File: src/rtl/fx_param_sequencer_pkg.sv
// Shared types and constants for the effects control plane.
// The gain word is Q7.4, so 1.0 is 16.
package fx_ctrl_pkg;

    typedef enum logic [2:0] {
        IDLE,
        RAMP,
        FADE_OUT,
        HOLD,
        FADE_IN
    } fx_seq_state_t;

    localparam int unsigned GAIN_W    = 11;
    localparam int unsigned GAIN_FRAC = 4;
    localparam int unsigned GAIN_ONE  = 16;

endpackage

File: src/rtl/fx_param_sequencer_gain_slew.sv
// Combinational saturating step of a parameter toward its target.
// Moves by at most `step` and never passes the target or wraps.
module gain_slew_step #(
    parameter int unsigned width = 11,
    parameter int unsigned step  = 4
) (
    input  logic [width-1:0] cur,
    input  logic [width-1:0] tgt,
    output logic [width-1:0] nxt
);

    localparam logic [width:0]   step_ext = (width+1)'(step);
    localparam logic [width-1:0] step_w   = width'(step);

    logic [width:0] cur_ext;
    logic [width:0] tgt_ext;
    logic [width:0] up;

    always_comb begin
        cur_ext = {1'b0, cur};
        tgt_ext = {1'b0, tgt};
        up      = cur_ext + step_ext;
        nxt     = cur;
        // Extra headroom bit keeps the up-sum and the down-compare from wrapping.
        if (cur_ext < tgt_ext) begin
            nxt = (up < tgt_ext) ? up[width-1:0] : tgt;
        end else if (cur_ext > tgt_ext) begin
            nxt = (cur_ext > tgt_ext + step_ext) ? (cur - step_w) : tgt;
        end
    end

endmodule

File: src/rtl/fx_param_sequencer.sv
// Gain / overdrive-mode sequencer for the effects pipeline: slews gain per tick
// and swaps mode only after fading to zero and letting the pipeline flush.
module fx_param_sequencer
    import fx_ctrl_pkg::*;
#(
    parameter int unsigned gain_width         = GAIN_W,
    parameter int unsigned bits_per_gain_frac = GAIN_FRAC,
    parameter int unsigned ramp_step          = 4,
    parameter int unsigned reset_gain         = 1 << bits_per_gain_frac,
    parameter int unsigned settle_samples     = 4
) (
    input  logic                  clk,
    input  logic                  rst,
    input  logic                  i_tick,
    input  logic                  i_req_valid,
    output logic                  o_req_ready,
    input  logic [gain_width-1:0] i_req_gain,
    input  logic                  i_req_mode,
    output logic [gain_width-1:0] o_par_gain,
    output logic                  o_ovrd_mode,
    output logic                  o_busy
);

    localparam int unsigned cnt_w = $clog2(settle_samples + 1);

    fx_seq_state_t         state, state_nxt;
    logic [gain_width-1:0] cur, cur_nxt;
    logic [gain_width-1:0] target, target_nxt;
    logic [gain_width-1:0] pend_gain, pend_gain_nxt;
    logic                  mode, mode_nxt;
    logic                  pend_mode, pend_mode_nxt;
    logic [cnt_w-1:0]      cnt, cnt_nxt;
    logic [gain_width-1:0] step_tgt;
    logic [gain_width-1:0] stepped;
    logic                  accept;

    gain_slew_step #(
        .width (gain_width),
        .step  (ramp_step)
    ) u_slew (
        .cur (cur),
        .tgt (step_tgt),
        .nxt (stepped)
    );

    assign step_tgt    = (state == FADE_OUT) ? '0 : target;
    assign o_par_gain  = cur;
    assign o_ovrd_mode = mode;

    always_comb begin
        state_nxt     = state;
        cur_nxt       = cur;
        target_nxt    = target;
        pend_gain_nxt = pend_gain;
        mode_nxt      = mode;
        pend_mode_nxt = pend_mode;
        cnt_nxt       = cnt;
        o_req_ready   = (state == IDLE) || (state == RAMP);
        o_busy        = (state != IDLE);
        accept        = i_req_valid && o_req_ready;

        case (state)
            IDLE, RAMP: begin
                // A request in the tick cycle takes priority; that tick's step is skipped.
                if (accept) begin
                    if (i_req_mode == mode) begin
                        target_nxt = i_req_gain;
                        state_nxt  = RAMP;
                    end else begin
                        pend_gain_nxt = i_req_gain;
                        pend_mode_nxt = i_req_mode;
                        state_nxt     = FADE_OUT;
                    end
                end else if (state == RAMP) begin
                    if (cur == target) state_nxt = IDLE;
                    if (i_tick)        cur_nxt   = stepped;
                end
            end
            FADE_OUT: begin
                if (cur == '0) begin
                    state_nxt  = HOLD;
                    mode_nxt   = pend_mode;
                    target_nxt = pend_gain;
                    cnt_nxt    = cnt_w'(settle_samples);
                end else if (i_tick) begin
                    cur_nxt = stepped;
                end
            end
            HOLD: begin
                if (cnt == '0)   state_nxt = FADE_IN;
                else if (i_tick) cnt_nxt   = cnt - cnt_w'(1);
            end
            FADE_IN: begin
                if (cur == target) state_nxt = IDLE;
                else if (i_tick)   cur_nxt   = stepped;
            end
            default: state_nxt = FADE_IN;
        endcase
    end

    always_ff @(posedge clk) begin
        if (!rst) begin
            state     <= FADE_IN;
            cur       <= '0;
            target    <= gain_width'(reset_gain);
            pend_gain <= '0;
            mode      <= 1'b0;
            pend_mode <= 1'b0;
            cnt       <= '0;
        end else begin
            state     <= state_nxt;
            cur       <= cur_nxt;
            target    <= target_nxt;
            pend_gain <= pend_gain_nxt;
            mode      <= mode_nxt;
            pend_mode <= pend_mode_nxt;
            cnt       <= cnt_nxt;
        end
    end

endmodule

File: config.mk
export PLATFORM = sky130hd
export DESIGN_NAME = fx_param_sequencer
export DESIGN_NICKNAME = d
export VERILOG_FILES = /design/src/rtl/fx_param_sequencer_pkg.sv /design/src/rtl/fx_param_sequencer_gain_slew.sv /design/src/rtl/fx_param_sequencer.sv
export SDC_FILE = /design/constraint.sdc
export NUM_CORES = 1
export LEC_CHECK = 0
export CORE_MARGIN = 5
export CORE_UTILIZATION = 40
export DETAILED_ROUTE_END_ITERATION = 16
export PLACE_DENSITY = 0.69
export SYNTH_ARGS = -nofsm -noshare
export SYNTH_HDL_FRONTEND = slang
export SYNTH_SLANG_ARGS = --single-unit
export TNS_END_PERCENT = 20
File: constraint.sdc
create_clock -name clk -period 9.1 [get_ports clk]
set_input_delay 1.82 -clock clk [delete_from_list [all_inputs] [get_ports clk]]
set_output_delay 1.82 -clock clk [all_outputs]
set_load 0.1 [all_outputs]
==> Word-level counts from Yosys, hierarchy flattened <==
Index checks and enable logic that the tools add are counted.
{ "op_classes": {"n_bitwise": 1, "reduce_logical": 16, "addsub": 4, "eq_ne": 17, "n_mux": 26, "order_cmp": 4} }
{ "op_table": {"columns": ["operator", "count"], "rows": [
  ["11-bit two-way mux", 13],
  ["11-bit one-hot mux with 3 select lines", 1],
  ["11-bit by 3-bit adder with 12-bit output (second input constant)", 2],
  ["3-bit two-way mux", 8],
  ["11-bit one-hot mux with 2 select lines", 1],
  ["2-bit != test (second input constant)", 9],
  ["11-bit by 12-bit > comparator with 1-bit output", 1],
  ["12-bit by 11-bit < comparator with 1-bit output", 1],
  ["3-bit one-hot mux with 4 select lines", 1],
  ["11-bit equality test", 1],
  ["11-bit > comparator", 1],
  ["11-bit logical NOT", 1],
  ["11-bit < comparator", 1],
  ["11-bit by 3-bit subtractor with 11-bit output (second input constant)", 1],
  ["4-bit AND reduction", 2],
  ["3-bit by 2-bit equality test with 1-bit output (second input constant)", 2],
  ["3-bit logical NOT", 2],
  ["3-bit one-hot mux with 2 select lines", 1],
  ["3-bit AND reduction", 2],
  ["3-bit nonzero test", 2],
  ["5-bit AND reduction", 1],
  ["2-bit nonzero test", 2],
  ["3-bit by 1-bit equality test with 1-bit output (second input constant)", 1],
  ["3-bit equality test (second input constant)", 1],
  ["other kinds (10)", 10]
]} }
{ "word_totals": {"in_bits": 16, "output_inout_bits": 14, "register_bits": 41, "word_cells": 75} }

==> Logic depth before layout (Yosys ltp) <==
Gate-level depths: netlist (run 1).
{ "logic_depth": {"ltp_word": 11, "ltp_mapped": 17, "mapped_depth_nobuf": 14} }

==> By module <==
Synthesis (run 1) repeated with hierarchy kept, for this count alone.
{ "unflattened": {"cells_unflattened": 439, "area_unflattened_um2": 3704.8} }
{ "modules_own_cells": {"columns": ["module", "n_inst", "area_each_um2", "seq_area_each_um2", "cells_each"], "rows": [
  ["fx_param_sequencer", 1, 2164.6, 820.8, 226],
  ["gain_slew_step", 1, 1540.2, 0.0, 213]
]} }

==> Worst setup path after synthesis (run 1) <==
OpenSTA, ideal clock, no wires.
{ "synth_timing": {"kind": "flip-flop to flip-flop", "start": "register cur[2], in the netlist o_par_gain[2]", "end": "register cur[3], in the netlist o_par_gain[3]", "required_time_ns": 8.979, "stages_incl_launch_ff": 14, "setup_slack_ns": 5.348, "arrival_time_ns": 3.631, "path_cell_list": "dfxtp_1 -> clkbuf_1 -> and3_1 -> nand3_1 -> nor2_1 -> xor2_1 -> ha_1 -> a2111oi_0 -> o21ai_0 -> o22ai_1 -> o21ai_0 -> nand2b_1 -> a311oi_1 -> o31ai_1"} }
{ "synth_between": {"elab_chain_cells": 8} }
{ "synth_rtl": {"columns": ["element", "line", "source"], "rows": [
  ["from (decl)", "fx_param_sequencer.sv:27", "logic [gain_width-1:0] cur, cur_nxt;"],
  ["from (signal assigned)", "fx_param_sequencer.sv:112", "cur <= cur_nxt;"],
  ["11-bit by 3-bit adder with 12-bit output (tied with other cells)", "fx_param_sequencer_gain_slew.sv:22", "up = cur_ext + step_ext;"],
  ["12-bit by 11-bit < comparator with 1-bit output / 11-bit two-way mux (equally long branches)", "fx_param_sequencer_gain_slew.sv:26, fx_param_sequencer_gain_slew.sv:28", null],
  ["11-bit two-way mux (on tied branches)", "fx_param_sequencer_gain_slew.sv:26, fx_param_sequencer_gain_slew.sv:27", null],
  ["11-bit two-way mux", "fx_param_sequencer_gain_slew.sv:25", "if (cur_ext < tgt_ext) begin"],
  ["11-bit two-way mux", "fx_param_sequencer.sv:76, fx_param_sequencer.sv:85, fx_param_sequencer.sv:95", null],
  ["11-bit two-way mux", "fx_param_sequencer.sv:74", "end else if (state == RAMP) begin"],
  ["11-bit two-way mux", "fx_param_sequencer.sv:65", "if (accept) begin"],
  ["11-bit one-hot mux with 3 select lines", "fx_param_sequencer.sv:62", "case (state)"]
]} }
Parallel ways exist; a longest one is shown, timed or not. The select of a mux whose other input is x is not followed.
A chain may end at the register's enable or synchronous reset.

==> Final worst setup path (run 1) <==
{ "layout_timing": {"start": "register state[2]", "end": "register cur[1], in the netlist o_par_gain[1]"} }
{ "layout_between": {"elab_chain_cells": 11} }
{ "layout_rtl": {"columns": ["element", "line", "source"], "rows": [
  ["from (decl)", "fx_param_sequencer.sv:26", "fx_seq_state_t state, state_nxt;"],
  ["from (signal assigned)", "fx_param_sequencer.sv:111", "state <= state_nxt;"],
  ["3-bit by 2-bit equality test with 1-bit output", "fx_param_sequencer.sv:46, fx_param_sequencer.sv:62", null],
  ["11-bit two-way mux", "fx_param_sequencer.sv:46", "assign step_tgt = (state == FADE_OUT) ? '0 : target;"],
  ["11-bit by 3-bit adder with 12-bit output", "fx_param_sequencer_gain_slew.sv:28", "nxt = (cur_ext > tgt_ext + step_ext) ? (cur - step_w) : tgt;"],
  ["11-bit by 12-bit > comparator with 1-bit output", "fx_param_sequencer_gain_slew.sv:28", null],
  ["11-bit two-way mux", "fx_param_sequencer_gain_slew.sv:28", null],
  ["11-bit two-way mux", "fx_param_sequencer_gain_slew.sv:27", "end else if (cur_ext > tgt_ext) begin"],
  ["11-bit two-way mux", "fx_param_sequencer_gain_slew.sv:25", null],
  ["11-bit two-way mux", "fx_param_sequencer.sv:76, fx_param_sequencer.sv:85, fx_param_sequencer.sv:95", null],
  ["11-bit two-way mux", "fx_param_sequencer.sv:74", null],
  ["11-bit two-way mux", "fx_param_sequencer.sv:65", null],
  ["11-bit one-hot mux with 3 select lines", "fx_param_sequencer.sv:62", null]
]} }
Parallel ways exist; a longest one is shown, timed or not. The select of a mux whose other input is x is not followed.

==> results of run 1 <==
## sequential cells by signal, summed over array words and instances (netlist names)
name and cells:
cnt 3, target 11, pend_mode 1, o_par_gain 11, o_ovrd_mode 1, state 3
pend_gain 11
## worst max path at each step
stage,startpoint,to,cells after the start
detailed placement,i_req_valid,o_par_gain[1],7
CTS,state[2],o_par_gain[1],11
floorplan,o_par_gain[2],o_par_gain[3],13
global route,state[2],o_par_gain[10],11
global placement,i_req_valid,o_par_gain[1],7
finish,state[2],o_par_gain[1],11
## through the flow
| step | utilization | hold WS [ps] | std cells | power (uW) | worst slack, ps |
|---|---|---|---|---|---|
| floorplan | - | 444 | 412 | 987 | 5350 |
| global route | 0.455 | 495 | 523 | 1410 | 4430 |
| finish | 0.455 | 473 | 523 | 1310 | 4900 |
| detailed placement | 0.444 | 463 | 515 | 1170 | 4850 |
| CTS | 0.455 | 475 | 523 | 1300 | 4940 |
| global placement | 0.444 | 459 | 515 | 1160 | 4930 |
## cell usage in the layout, fill, tap and decap left out, types with 2 or more instances in the layout
cell type and instances:
and3_1 6, xnor2_1 24, a211oi_2 7, o31a_1 2, nor3_2 2, nand3b_1 2
a221oi_1 3, a211oi_1 9, o21a_1 7, nand2b_1 4, nor2b_1 3, a21oi_1 15
a31oi_1 7, o21ai_0 17, or3_1 9, nor4_1 2, nor2_1 41, nand2_1 37
a21o_1 2, o22ai_1 2, o31ai_1 6, inv_1 10, nor3_1 3, xor2_1 8
clkbuf_8 5, or4_4 2, o211a_1 3, a311oi_1 2, mux2i_1 23, nand4_1 7
nand3_1 20, or2_2 2, dfxtp_1 41, ha_1 33, clkdlybuf4s50_1 29, or4_1 5
## tightest hold or removal path, delay by kind of cell, from the launching register on
kind,cells,cell delay (ps)
AOI/OAI and AO/OA,1,50
DFF,1,310
and+or+nand+nor,1,60
## logic make-up after synthesis
family / count (synthesis) / synth area share
AO/OA/AOI/OAI: 91 / 0.198
XOR/XNOR: 32 / 0.0836
adder cells (fa/ha/maj): 33 / 0.123
buffers and inverters: 42 / 0.0567
flip-flops: 41 / 0.245
multiplexers: 23 / 0.0687
AND/OR/NAND/NOR: 150 / 0.225
## metal layers
metal  routed length [microns]  GRT usage  vias to the layer above
li1                          -          -                     1500
met3                       495     0.0262                       14
met2                      3990      0.286                       92
met1                      3690      0.221                     1437
met4                       130     0.0521                        0
met5                         0          0                        -
## where the power goes
part | switching [uW] | internal [uW] | total (uW) | leakage, uW
registers | 87.9 | 209 | 297 | 0.000333
logic | 566 | 320 | 886 | 0.00114
clock network | 69.9 | 54.5 | 124 | 0.0000445
## area by class of cell
cell class,count,area (sq um),area share
Sequential cell,41,821,0.221
Timing Repair Buffer,30,298,0.0801
Clock inverter,3,21.3,0.00572
Inverter,10,37.5,0.0101
Clock buffer,5,68.8,0.0185
Tap cell,105,131,0.0353
Multi-Input combinational cell,329,2340,0.630
==> metrics.cfg, run 1 <==
[die]
area_of_the_core_region_sq_um=8180
die_height_microns=102
start_util=0.410
chipWidth_microns=102
rows=33
pin_count=30
total_die_area_sq_um=10300

[setup_path]
timing.setup.critical_path_class=reg2reg
reg2reg_to=o_par_gain[1]
setup.worst_path.end_class=register
timing.critical_path.cells=or3b_1, buf_4, nand2_1, ha_1, nand3b_1, a211oi_1, o22ai_1, o21ai_0, nor2_1, or4_1, a21oi_1
critPathTopFamily=simple AND/OR/NAND/NOR gates
crit_buf_inv=1
stage_delay_of_the_slowest_cell_on_the_critical_path_ps=590
worst_setup_path_start_kind=register
reg2reg_from=state[2]
cp_slowest_cell=or3b_1
reg2regPathDepth=11
timing.critical_path.arrival_ps=4410
worstPathRequired_ps=9310
worstPathMaxFanout=19
rrSetupSlack_ps=4900

[timing]
setup_viol=0
report.final.slew_viol_count=0
slew_headroom=0.172
final-hold-violation-count=0
rsz_0062_raised_after_global_routing=no
layout_min_cycle_time_ps=4200
achievable-frequency_mhz=238
crit_share_post_route=0.461
fin_tns_setup_ps=0
worst-slew-pin-transition_ps=1230
timing.clock.skew_ps=9.25

[logic_synthesis]
post-synth-top-area-fraction=0.245
asyncSetResetFlopFracSynth=0
netlist_top_cells_count=dfxtp_1, nor2_1, nand2_1
synth.largest_area_cell=dfxtp_1
synth_enable_flop_cells=0
synth.net_count=461
synthesis.instances=412
postSynthRegisterBits=41
synth_area_per_cell_sq_um=8.14
synth_cell_types=53
register_area_share_after_synthesis=0.245
netlist_area_sq_um=3350
yosysWarnings=0
synth_ff_type=dfxtp_1
netlist_top_cells_area=dfxtp_1, ha_1, mux2i_1

[worst_hold_path]
min_to=cnt[1]
hold_start=cnt[1]
min_path_cells=2
hold_path.class=reg2reg

[power]
vdd_drop_max_v=0.000152
p_leak_uw=0.00152
pwr_density_cell_nw_per_um2=352

[routing]
dr.first_iter.drc_count=212
route.detailed.wl_per_inst_microns=15.9
remaining_drc_errors=0
route.detailed.vias_per_inst=5.82
antenna_violating_nets_remaining=0
drt_pass1_iterations=4
vias=3043
drt_wl_total_microns=8300

[cts]
tritoncts_clock_tree=yes
cts.path.max_buffers=2
ctsHtreeMaxLevel=2
num_cts_buffers=5
cts.hold.buffers_added=0
numClockSinks=41
skew_pair_late_insertion_delay_ps=300
clock_slew_seen_by_the_registers_of_the_worst_setup_and_hold_paths_ps=90
ctsRootBufferMaster=clkbuf_8
post_cts_resize_count=0
post_cts_repair_setup_buffers=0

[final_layout]
n_antenna_cell=0
share_of_cells_above_drive_strength_1=0.0598
fin_nets=466
layout_area_growth_over_synthesis_pct=10.9
fillers=799
postLayoutCellArea_sq_um=3720

[job]
cap_viol_max_count=0

[global_routing]
grt_use_total=0.169
antenna_violations_before_repair=0
grt_max_degree=31
vias_in_the_first_global_route=3001
overflow=0
grt_pass1_wl_microns=14200

[placed_design]
place_hpwl_microns=6280
finalWeightedCongestion=0.882
placedInstanceArea_sq_um=3630
numPortBuffers=29

[run_status]
run_status=complete, no violations

Power figures use the tool's default switching activity.
==> run 2, diff against run 1 <==
==> constraint.sdc (replaced) <==
create_clock -name clk -period 4.22 [get_ports clk]
set_input_delay 0.844 -clock clk [delete_from_list [all_inputs] [get_ports clk]]
set_output_delay 0.844 -clock clk [all_outputs]
set_load 0.1 [all_outputs]
==> metrics.cfg, run 2 (synthesis results as in run 1) <==
[cts]
cts.hold.buffers_added=0
ctsHtreeMaxLevel=2
clock_slew_seen_by_the_registers_of_the_worst_setup_and_hold_paths_ps=90
ctsRootBufferMaster=clkbuf_8
num_cts_buffers=5
skew_pair_late_insertion_delay_ps=300
numClockSinks=41
cts.path.max_buffers=2
tritoncts_clock_tree=yes
post_cts_resize_count=0
post_cts_repair_setup_buffers=0

[final_layout]
sequential_cell_area_sq_um=821
layout_area_growth_over_synthesis_pct=12.5
mostFrequentLayoutCells=dfxtp_1, nor2_1, nand2_1
postLayoutCellArea_sq_um=3770
multiInputGateArea_sq_um=2340
fin_nets=472
share_of_cells_above_drive_strength_1=0.0755
layout.cells.most_common=dfxtp_1
fillers=834
n_antenna_cell=0
final_core_utilization=0.461

[setup_path]
rrSetupSlack_ps=510
worst_setup_path_start_kind=register
reg2reg_from=state[1]
stage_delay_of_the_slowest_cell_on_the_critical_path_ps=480
cp_slowest_cell=dfxtp_1
setup.worst_path.end_class=register
reg2reg_to=o_par_gain[1]
timing.critical_path.arrival_ps=3930
worstPathMaxFanout=17
timing.critical_path.cells=or3b_1, buf_4, nand2_1, ha_1, a211oi_1, nand2_1, or3_1, nor2_1, o21ai_0, buf_4, or4_1, a21oi_1
reg2regPathDepth=12
timing.setup.critical_path_class=reg2reg
worstPathRequired_ps=4440

[timing]
crit_share_post_route=0.879
slew_headroom=0.268
worst-slew-pin-transition_ps=1100
setup_viol=0
rsz_0062_raised_after_global_routing=no
report.final.slew_viol_count=0
layout_min_cycle_time_ps=3710
final-hold-violation-count=0
achievable-frequency_mhz=270
fin_tns_setup_ps=0
timing.clock.skew_ps=7.88

[power]
pwr_density_cell_nw_per_um2=765
internal_power_uw=1300
power_frac_comb=0.691
overall_power_uw=2880
p_leak_uw=0.00155
power_frac_seq=0.213
switching_power_uw=1590
share_clk_of_total_power=0.096
net_switching_fraction_of_the_power=0.551
vdd_drop_max_v=0.000325

[global_routing]
grt_use_total=0.168
overflow=0
antenna_violations_before_repair=0
grt_max_degree=31
vias_in_the_first_global_route=2888
grt_pass1_wl_microns=14000

[placed_design]
finalWeightedCongestion=0.940
numPortBuffers=29
placedInstanceArea_sq_um=3670
place_hpwl_microns=6340

[worst_hold_path]
min_path_cells=2
min_to=cnt[1]
hold_start=cnt[1]
hold_path.class=reg2reg

[routing]
antenna_violating_nets_remaining=0
vias=3024
drt_pass1_iterations=4
route.detailed.vias_per_inst=5.72
dr.first_iter.drc_count=179
remaining_drc_errors=0
route.detailed.wl_per_inst_microns=15.8
drt_wl_total_microns=8380

[die]
area_of_the_core_region_sq_um=8180
pin_count=30
chipWidth_microns=102
start_util=0.410
die_height_microns=102
total_die_area_sq_um=10300
rows=33

[run_status]
run_status=complete, no violations

[job]
cap_viol_max_count=0

[run 2: power by group through the flow]
| stage | Combinational [uW] | Sequential, uW | Clock, uW |
|---|---|---|---|
| after floorplan | 1360 | 764 | 0 |
| after global placement | 1920 | 621 | 0 |
| after detailed placement | 1960 | 623 | 0 |
| after CTS | 1970 | 613 | 281 |
| after global routing | 2170 | 631 | 300 |
| final | 1990 | 614 | 276 |
[run 2: critical path, delay by kind of cell, from the launching register on]
| kind | cells | cell delay [ps] |
|---|---|---|
| buffers and inverters | 2 | 480 |
| flip-flops | 1 | 480 |
| AO/OA/AOI/OAI | 3 | 620 |
| adder cells (fa/ha/maj) | 1 | 310 |
| AND/OR/NAND/NOR | 6 | 1730 |
[run 2: metrics by stage]
step | worst slack (ps) | hold slack [ps] | instances
6_report | 512 | 470 | 529
5_1_grt | 158 | 509 | 529
4_1_cts | 427 | 475 | 529
3_5_place_dp | 456 | 464 | 521
3_3_place_gp | 646 | 455 | 521
2_1_floorplan | 468 | 444 | 412
[run 2: worst max path at each step]
stage / endpoint / from / slack, ps
finish: o_par_gain[1] / state[1] / 510
global route: o_par_gain[10] / o_par_gain[2] / 160
CTS: o_par_gain[0] / o_par_gain[2] / 430
detailed placement: o_par_gain[6] / o_par_gain[3] / 460
global placement: o_par_gain[1] / state[1] / 650
floorplan: o_par_gain[3] / o_par_gain[2] / 470
[run 2: layout make-up]
cell class	instances	area share
multi-input cells	329	0.622
clock inverters	3	0.00664
well taps	105	0.0348
repair buffers	36	0.0909
clock buffers	5	0.0183
inverters	10	0.00996
flip-flops and latches	41	0.218
[run 2: layer usage]
layer  vias up  GRT usage  wire length [microns]
li1       1516          -                      -
met1      1416      0.226                   3960
met2        83      0.277                   3960
met3         9     0.0269                    392
met4         0     0.0501                     77
met5         -          0                      0
==> run 3, diff against run 2 <==
--- a/config.mk
+++ b/config.mk
@@ -5,9 +5,9 @@
 export SDC_FILE = /design/constraint.sdc
 export NUM_CORES = 1
 export LEC_CHECK = 0
-export CORE_MARGIN = 5
 export CORE_UTILIZATION = 40
 export DETAILED_ROUTE_END_ITERATION = 16
+export GPL_ROUTABILITY_DRIVEN = 0
 export PLACE_DENSITY = 0.69
 export SYNTH_ARGS = -nofsm -noshare
 export SYNTH_HDL_FRONTEND = slang
==> metrics.cfg, run 3 (synthesis results as in run 1) <==
[run_status]
run_status=complete, no violations

[power]
vdd_drop_max_v=0.000323
p_leak_uw=0.00155
pwr_density_cell_nw_per_um2=765

[die]
total_die_area_sq_um=8750
die_height_microns=93.5
pin_count=30
chipWidth_microns=93.5
rows=33
start_util=0.410
area_of_the_core_region_sq_um=8180

[setup_path]
setup.worst_path.end_class=register
timing.critical_path.arrival_ps=4020
worstPathMaxFanout=34
worst_setup_path_start_kind=register
timing.setup.critical_path_class=reg2reg
worstPathRequired_ps=4410

[global_routing]
antenna_violations_before_repair=0
vias_in_the_first_global_route=2833
grt_max_degree=35
grt_use_total=0.198
grt_pass1_wl_microns=13700
overflow=0

[cts]
numClockSinks=41
ctsHtreeMaxLevel=2
cts.hold.buffers_added=0
ctsRootBufferMaster=clkbuf_8
skew_pair_late_insertion_delay_ps=300
num_cts_buffers=5
post_cts_resize_count=0
cts.path.max_buffers=2
tritoncts_clock_tree=yes
clock_slew_seen_by_the_registers_of_the_worst_setup_and_hold_paths_ps=80
post_cts_repair_setup_buffers=0

[job]
cap_viol_max_count=0

[timing]
slew_headroom=0.266
setup_viol=0
layout_min_cycle_time_ps=3820
crit_share_post_route=0.906
final-hold-violation-count=0
worst-slew-pin-transition_ps=1100
final.setup.worst_slack_ps=396
achievable-frequency_mhz=261
report.final.slew_viol_count=0
fin_worst_hold_slack_ps=470
rsz_0062_raised_after_global_routing=no
timing.clock.skew_ps=5.74
fin_tns_setup_ps=0

[final_layout]
fin_nets=472
n_antenna_cell=0
postLayoutCellArea_sq_um=3760
layout_area_growth_over_synthesis_pct=12.3
share_of_cells_above_drive_strength_1=0.0731
fillers=800
final_core_utilization=0.460
mostFrequentLayoutCells=nor2_1, dfxtp_1, nand2_1

[placed_design]
place_hpwl_microns=6140
placedInstanceArea_sq_um=3670
dpl_worst_slack_ps=472
numPortBuffers=29

[routing]
remaining_drc_errors=0
dr.first_iter.drc_count=250
drt_wl_total_microns=8290
route.detailed.wl_per_inst_microns=15.7
antenna_violating_nets_remaining=0
vias=3052
route.detailed.vias_per_inst=5.77
drt_pass1_iterations=4

[worst_hold_path]
hold_path.class=reg2reg

==> run 3: cell counts in the layout (fill, tap and decap cells not counted) <==
No cell type changed its count.
==> run 3: metal layers <==
| layer | vias up | part of all wire | global-route usage |
|---|---|---|---|
| li1 | 1516 | - | - |
| met1 | 1451 | 0.46 | 0.262 |
| met2 | 79 | 0.47 | 0.328 |
| met3 | 6 | 0.068 | 0.0358 |
| met4 | 0 | 0.0090 | 0.0590 |
| met5 | - | 0 | 0 |
==> run 3: critical path, stage by stage (launching register included) <==
cell and delay, ps:
dfxtp_1 540, or3b_1 190, buf_4 380, nand2_1 230, ha_1 370, a211oi_1 240
nand2_1 100, or3_1 380, o21a_1 210, nor2_1 710, o311ai_1 190, o211a_1 160
==> run 3: worst paths after layout <==
kind                   end  slack [ps]      from  depth (start not counted)
min                 cnt[1]         470    cnt[1]                          2
min reg2reg         cnt[1]         470    cnt[1]                          2
max          o_par_gain[2]         400  state[2]                         11
max reg2reg  o_par_gain[2]         400  state[2]                         11
==> run 3: through the flow <==
stage	power [uW]	cells
global route	3090	529
CTS	2860	529
finish	2880	529
detailed placement	2580	521
floorplan	2130	412
global placement	2550	521
==> run 3: final cells by class <==
cell class	count	area, sq um	share of cell area
repair buffers	36	343	0.0911
clock inverters	3	21.3	0.00565
multi-input cells	329	2340	0.622
well taps	105	131	0.0349
flip-flops and latches	41	821	0.218
clock buffers	5	68.8	0.0183
inverters	10	37.5	0.00997
==> run 3: power by group <==
group / total, uW / internal (uW) / switching (uW) / leakage, uW
Clock: 268 / 117 / 150 / 0.0000445
Combinational: 2000 / 724 / 1270 / 0.00117
Sequential: 613 / 451 / 162 / 0.000333
